--- config.mk ---
export PLATFORM = sky130hd
export DESIGN_NAME = muldiv_unit
export DESIGN_NICKNAME = d
export VERILOG_FILES = /design/src/rtl/muldiv_pkg.sv /design/src/rtl/muldiv_unit_div_step.sv /design/src/rtl/muldiv_unit.sv
export SDC_FILE = /design/constraint.sdc
export NUM_CORES = 1
export LEC_CHECK = 0
export ABC_AREA = 0
export CORE_MARGIN = 5
export CORE_UTILIZATION = 40
export DETAILED_ROUTE_END_ITERATION = 10
export PLACE_DENSITY_LB_ADDON = 0.05
export REMOVE_ABC_BUFFERS = 1
export SYNTH_ARGS = -nofsm -noshare
export SYNTH_HDL_FRONTEND = slang
export SYNTH_SLANG_ARGS = --single-unit
--- constraint.sdc ---
create_clock -name clk -period 5.7 [get_ports clk]
set_clock_uncertainty 0.1 [all_clocks]
set_input_delay 1.425 -clock clk [delete_from_list [all_inputs] [get_ports clk]]
set_output_delay 1.425 -clock clk [all_outputs]
set_load 0.005 [all_outputs]
--- src/rtl/muldiv_pkg.sv ---
// -----------------------------------------------------------------------------
// muldiv_pkg
// Shared definitions for the iterative multiply/divide unit.
//   op_e    : operation encodings carried on the 2-bit op bus
//   state_e : control FSM states (IDLE -> RUN -> FIX -> IDLE)
// -----------------------------------------------------------------------------
package muldiv_pkg;

  typedef enum logic [1:0] {
    OP_MULT  = 2'b00,
    OP_MULTU = 2'b01,
    OP_DIV   = 2'b10,
    OP_DIVU  = 2'b11
  } op_e;

  typedef enum logic [1:0] {
    IDLE = 2'b00,
    RUN  = 2'b01,
    FIX  = 2'b10
  } state_e;

endpackage

--- src/rtl/muldiv_unit_div_step.sv ---
// -----------------------------------------------------------------------------
// div_step
// One iteration of unsigned restoring division (purely combinational).
//   rem      : partial remainder, always < divisor between iterations
//   quo      : dividend bits still to be consumed in the upper end, quotient
//              bits accumulating in the lower end
//   divisor  : unsigned divisor
//   next_rem : partial remainder after this iteration
//   next_quo : quo shifted left with the new quotient bit inserted at bit 0
// With divisor = 0 the trial subtraction never borrows, so after WIDTH
// iterations the quotient is all ones and the remainder equals the dividend.
// -----------------------------------------------------------------------------
module div_step #(
  parameter int WIDTH = 32
) (
  input  logic [WIDTH-1:0] rem,
  input  logic [WIDTH-1:0] quo,
  input  logic [WIDTH-1:0] divisor,
  output logic [WIDTH-1:0] next_rem,
  output logic [WIDTH-1:0] next_quo
);

  logic [WIDTH:0] shifted;
  logic [WIDTH:0] diff;
  logic           borrow;

  always_comb begin
    shifted = {rem, quo[WIDTH-1]};
    diff    = shifted - {1'b0, divisor};
    borrow  = diff[WIDTH];
    // Restore (keep the shifted value) when the trial subtraction borrows.
    next_rem = borrow ? shifted[WIDTH-1:0] : diff[WIDTH-1:0];
    next_quo = {quo[WIDTH-2:0], ~borrow};
  end

endmodule

--- src/rtl/muldiv_unit.sv ---
// -----------------------------------------------------------------------------
// muldiv_unit
// Iterative multiply/divide unit with architectural HI/LO registers.
// One bit per cycle: WIDTH iterations in RUN, sign correction and HI/LO write
// in FIX. MFHI/MFLO read hi/lo directly.
//   clk, rst      : clock, asynchronous active-high reset
//   start, op     : launch MULT/MULTU/DIV/DIVU (only sampled in IDLE)
//   a, b          : rs / rt operands
//   flush         : abort the in-flight operation, HI/LO untouched
//   we_hi, we_lo  : MTHI / MTLO write enables (IDLE only), data on wdata
//   busy          : operation in flight
//   stall         : freeze request for the hazard unit
//   done          : one-cycle pulse once hi/lo hold the new result
//   hi, lo        : HI / LO registers
// -----------------------------------------------------------------------------
module muldiv_unit
  import muldiv_pkg::*;
#(
  parameter int WIDTH = 32,
  parameter int CNT_W = $clog2(WIDTH) + 1
) (
  input  logic             clk,
  input  logic             rst,
  input  logic             start,
  input  logic [1:0]       op,
  input  logic [WIDTH-1:0] a,
  input  logic [WIDTH-1:0] b,
  input  logic             flush,
  input  logic             we_hi,
  input  logic             we_lo,
  input  logic [WIDTH-1:0] wdata,
  output logic             busy,
  output logic             stall,
  output logic             done,
  output logic [WIDTH-1:0] hi,
  output logic [WIDTH-1:0] lo
);

  localparam logic [CNT_W-1:0] LAST_ITER = CNT_W'(WIDTH - 1);

  state_e state, state_next;

  // acc holds the running product for multiplies ({upper, shifting multiplier})
  // and {remainder, quotient/dividend} for divides, so both share one register.
  logic [2*WIDTH-1:0] acc;
  logic [WIDTH-1:0]   opnd;     // multiplicand or divisor magnitude
  logic [CNT_W-1:0]   cnt;
  logic               is_div;
  logic               neg_res;  // negate product / quotient in FIX
  logic               neg_rem;  // negate remainder in FIX

  logic load, step, commit;

  // ---------------------------------------------------------------------------
  // Control FSM
  // ---------------------------------------------------------------------------
  always_ff @(posedge clk or posedge rst) begin
    // NOTE: every clocked process uses non-blocking assignments so all
    // registers update from the same pre-edge values.
    if (rst) state <= IDLE;
    else     state <= state_next;
  end

  always_comb begin
    // NOTE: defaults first, so no path through this block leaves a signal
    // unassigned and infers a latch.
    state_next = state;
    load       = 1'b0;
    step       = 1'b0;
    commit     = 1'b0;
    unique case (state)
      IDLE: begin
        if (start && !flush) begin
          load       = 1'b1;
          state_next = RUN;
        end
      end
      RUN: begin
        if (flush) begin
          state_next = IDLE;
        end else begin
          step = 1'b1;
          if (cnt == LAST_ITER) state_next = FIX;
        end
      end
      FIX: begin
        state_next = IDLE;
        commit     = !flush;
      end
      default: state_next = IDLE;
    endcase
  end

  // The cycle right after launch (RUN, nothing iterated yet) is not counted as
  // busy; busy covers the WIDTH-1 remaining RUN cycles plus FIX.
  assign busy  = (state == FIX) || ((state == RUN) && (cnt != '0));
  assign stall = ((state == IDLE) && start && !flush) || busy;

  // ---------------------------------------------------------------------------
  // Operand conditioning at launch
  // ---------------------------------------------------------------------------
  logic             op_signed, op_div, a_neg, b_neg;
  logic [WIDTH-1:0] mag_a, mag_b;

  always_comb begin
    op_div    = (op == OP_DIV) || (op == OP_DIVU);
    op_signed = (op == OP_MULT) || (op == OP_DIV);
    a_neg     = op_signed && a[WIDTH-1];
    b_neg     = op_signed && b[WIDTH-1];
    // -MIN wraps to MIN, which is exactly the unsigned magnitude 2^(WIDTH-1).
    mag_a     = a_neg ? -a : a;
    mag_b     = b_neg ? -b : b;
  end

  // ---------------------------------------------------------------------------
  // Iteration datapath
  // ---------------------------------------------------------------------------
  logic [WIDTH:0]     mul_sum;
  logic [2*WIDTH-1:0] mul_next;
  logic [WIDTH-1:0]   div_rem, div_quo;

  always_comb begin
    mul_sum  = {1'b0, acc[2*WIDTH-1:WIDTH]}
             + (acc[0] ? {1'b0, opnd} : {(WIDTH+1){1'b0}});
    mul_next = {mul_sum, acc[WIDTH-1:1]};
  end

  div_step #(.WIDTH(WIDTH)) u_div_step (
    .rem      (acc[2*WIDTH-1:WIDTH]),
    .quo      (acc[WIDTH-1:0]),
    .divisor  (opnd),
    .next_rem (div_rem),
    .next_quo (div_quo)
  );

  always_ff @(posedge clk or posedge rst) begin
    if (rst) begin
      acc     <= '0;
      opnd    <= '0;
      cnt     <= '0;
      is_div  <= 1'b0;
      neg_res <= 1'b0;
      neg_rem <= 1'b0;
    end else if (load) begin
      acc     <= op_div ? {{WIDTH{1'b0}}, mag_a} : {{WIDTH{1'b0}}, mag_b};
      opnd    <= op_div ? mag_b : mag_a;
      cnt     <= '0;
      is_div  <= op_div;
      neg_res <= a_neg ^ b_neg;
      neg_rem <= op_div && a_neg;
    end else if (step) begin
      acc <= is_div ? {div_rem, div_quo} : mul_next;
      cnt <= cnt + CNT_W'(1);
    end
  end

  // ---------------------------------------------------------------------------
  // Sign correction and HI/LO
  // ---------------------------------------------------------------------------
  logic [2*WIDTH-1:0] prod_fix;
  logic [WIDTH-1:0]   quo_fix, rem_fix, res_hi, res_lo;

  always_comb begin
    prod_fix = neg_res ? -acc : acc;
    quo_fix  = neg_res ? -acc[WIDTH-1:0] : acc[WIDTH-1:0];
    rem_fix  = neg_rem ? -acc[2*WIDTH-1:WIDTH] : acc[2*WIDTH-1:WIDTH];
    res_hi   = is_div ? rem_fix : prod_fix[2*WIDTH-1:WIDTH];
    res_lo   = is_div ? quo_fix : prod_fix[WIDTH-1:0];
  end

  always_ff @(posedge clk or posedge rst) begin
    if (rst) begin
      hi   <= '0;
      lo   <= '0;
      done <= 1'b0;
    end else begin
      done <= commit;
      if (commit) begin
        hi <= res_hi;
        lo <= res_lo;
      end else if (state == IDLE) begin
        // MTHI/MTLO in the launch cycle land now; the result overwrites later.
        if (we_hi) hi <= wdata;
        if (we_lo) lo <= wdata;
      end
    end
  end

endmodule

==> results.json <==
{
  "viasPerCell": 5.719,
  "die_h_microns": 201.5,
  "synthCells": 1837,
  "hold_path_class": "reg2reg",
  "yosys_warnings": 0,
  "worstSetupPathType": "reg2reg",
  "grt.total_usage_pct": 24.87,
  "slew_headroom_pct": 23.46,
  "hold_viol": 0,
  "clock_sink_count": 172,
  "cp.required_ns": 5.97,
  "stdcell_count": 2430,
  "clock_path_buffers": 2,
  "regArea_sq_um": 4305,
  "place.port_buffers": 170,
  "reg2reg_depth": 15,
  "rows": 70,
  "cts.hold.buffers_added": 0,
  "ys_seq_area_share_pct": 29.34,
  "route.detailed.drc": 0,
  "fmax_ghz": 0.2202,
  "synthFlopType": "dfrtp_1",
  "drtIter0Drc": 1010,
  "cts_root_buffer": "clkbuf_16",
  "ys_top_cells_by_count": "207 x o21ai_0, 198 x nand2_1, 174 x nor2_1, 172 x dfrtp_1, 148 x a21oi_1",
  "dp_slack_ns": 0.9793,
  "worstPathArrival_ns": 4.81,
  "hold_start": "opnd[14]",
  "die_area_sq_um": 40600,
  "leakage_nw": 7.201,
  "maxSlewViolCount": 0,
  "synth_cell_types": 70,
  "dp_hpwl_microns": 39240,
  "synth_most_common_cell": "o21ai_0",
  "multiInputGateArea_sq_um": 9754,
  "grt_pass1_wl_microns": 79650,
  "dr.pass1.iters": 5,
  "fin_crit_ns": 4.542,
  "cap_violations": 0,
  "clk_pin_slew_worst_paths_ns": 0.08,
  "p_per_area_nw_per_um2": 440.0,
  "worst_slack_ns": 1.158,
  "async_flop_share_pct": 100.0,
  "postCtsSetupBuffers": 0,
  "synth_area_sq_um": 14670,
  "outcome": "completed",
  "final_antenna_net_count": 0,
  "tightest_slew_ns": 1.147,
  "startpoint_type": "flop",
  "ioPinCount": 171,
  "start_util_pct": 40.26,
  "num_vias": 13900,
  "yosysTopAreaCell": "dfrtp_1",
  "drive_above_1_share_pct": 4.842,
  "synth_edf_count": 0,
  "r2r-end": "acc[63]",
  "r2r_slack_ns": 1.16,
  "fillCellCount": 3622,
  "syn_to_final_growth_pct": 18.69,
  "wl_per_cell_microns": 21.44,
  "endpoint_kind": "flop",
  "diodes": 0,
  "regToRegStartpoint": "acc[31]",
  "post-route-period-util_pct": 79.68,
  "yosys-top-cells-area": "dfrtp_1 29%, mux2i_1 7.9%, o21ai_0 7.1%",
  "cts_buffers": 17,
  "core_area_sq_um": 36430,
  "cts_htree_levels": 4,
  "setup_viol": 0,
  "avgSynthCellArea_sq_um": 7.985,
  "clk_latency_ns": 0.46,
  "dp_cells": 2398,
  "antenna_found_initial": 0,
  "nNetsFinal": 2125,
  "stdcell_area_sq_um": 17410,
  "finalSetupTns_ns": 0,
  "rsz0062_at_grt": "no",
  "grt_pass1_vias": 13520,
  "wl_microns": 52110,
  "grt_max_degree": 105,
  "min_path_cells": 2,
  "die_w_microns": 201.5,
  "ir_drop_uv": 249.1,
  "cts-resized-gates": 0,
  "synth-seq-cells": 172,
  "critPathMaxFanout": 18,
  "min_delay_worst_endpoint": "opnd[14]",
  "place_congestion": 0.9220,
  "dpl_cell_area_sq_um": 16820,
  "cts_tree": "done",
  "yosysTopAreaCellShare_pct": 29.34,
  "grt-ovfl-total": 0
}
## critical path, stage by stage, from the launching register on
cell and delay, ns:
dfrtp_1 0.48, inv_1 0.14, ha_1 0.27, fa_1 0.40
nand2b_1 0.21, a211oi_1 0.29, nor4b_1 0.09, buf_4 0.15
o211ai_1 0.33, and4b_1 0.36, mux2i_1 0.30, and2_2 0.42
buf_4 0.36, nand3_1 0.11, mux2_2 0.27, a32oi_1 0.16
## cell type report
cell class	instances	share of cell area, %
Clock inverter	11	0.7690
Inverter	66	1.452
Multi-Input combinational cell	1495	56.03
Clock buffer	21	2.587
Timing Repair Buffer	197	11.07
Sequential cell	172	24.73
Tap cell	468	3.364
## worst max path at each step
stage | startpoint | to | cells past startpoint
after global placement | b[3] | opnd[29] | 12
final | acc[31] | acc[63] | 15
after floorplan | flush | acc[63] | 7
after detailed placement | b[3] | opnd[29] | 12
after global routing | acc[31] | acc[63] | 15
after CTS | acc[31] | acc[63] | 15
## routing by layer
metal / GRT usage, % / wire length [microns]
met1: 33.30 / 23620
met2: 40.82 / 24260
met3: 3.852 / 2400
met4: 9.106 / 1821
met5: 0 / 0
## flip-flops by register name (all words and copies together), names as in the netlist
register,count
acc,64
done,1
neg_rem,1
opnd,32
cnt,6
state,2
neg_res,1
lo,32
is_div,1
hi,32
## kinds of logic after synthesis
group           after synthesis  share of synthesized area, %
flops                       172                         29.34
xor+xnor                    174                         10.39
compound gates              569                         23.39
mux                         120                         8.223
fa+ha+maj                    72                         6.244
simple gates                560                         18.02
buf+inv                     170                         4.393
## report_power, final
part           internal (mW)  switching [mW]  total (mW)
Sequential              1.53           0.572        2.10
Combinational           1.91            2.42        4.33
Clock                  0.666           0.566        1.23
Total                   4.11            3.55        7.66
## per-stage QoR
step	util [%]	hold slack (ns)	power (mW)
final	47.78	0.3876	7.660
after global routing	47.78	0.4140	8.243
after CTS	47.78	0.3922	7.666
after detailed placement	46.18	0.3746	6.398
after global placement	46.18	0.3667	6.377
after floorplan	-	0.3498	5.025
## cell usage in the layout (no fill, tap or decap), types with 13 or more instances in the layout
cell             synthesis  final
o21ai_0                207    207
nand2_1                198    198
dfrtp_1                172    171
nor2_1                 174    170
clkdlybuf4s50_1          0    169
a21oi_1                148    148
mux2i_1                116    116
xnor2_1                115    115
ha_1                    70     70
inv_1                   65     64
xor2_1                  59     59
o211ai_1                52     52
a21o_1                  29     29
buf_4                    0     26
nor3_1                  25     25
nand2b_1                25     25
nor2b_1                 23     23
nand3_1                 22     22
a211oi_1                19     19
nor4_1                  17     17
clkbuf_16                0     17
a22oi_1                 16     16
o31ai_1                 16     16
a31oi_1                 13     13
Power figures use the tool's default switching activity.
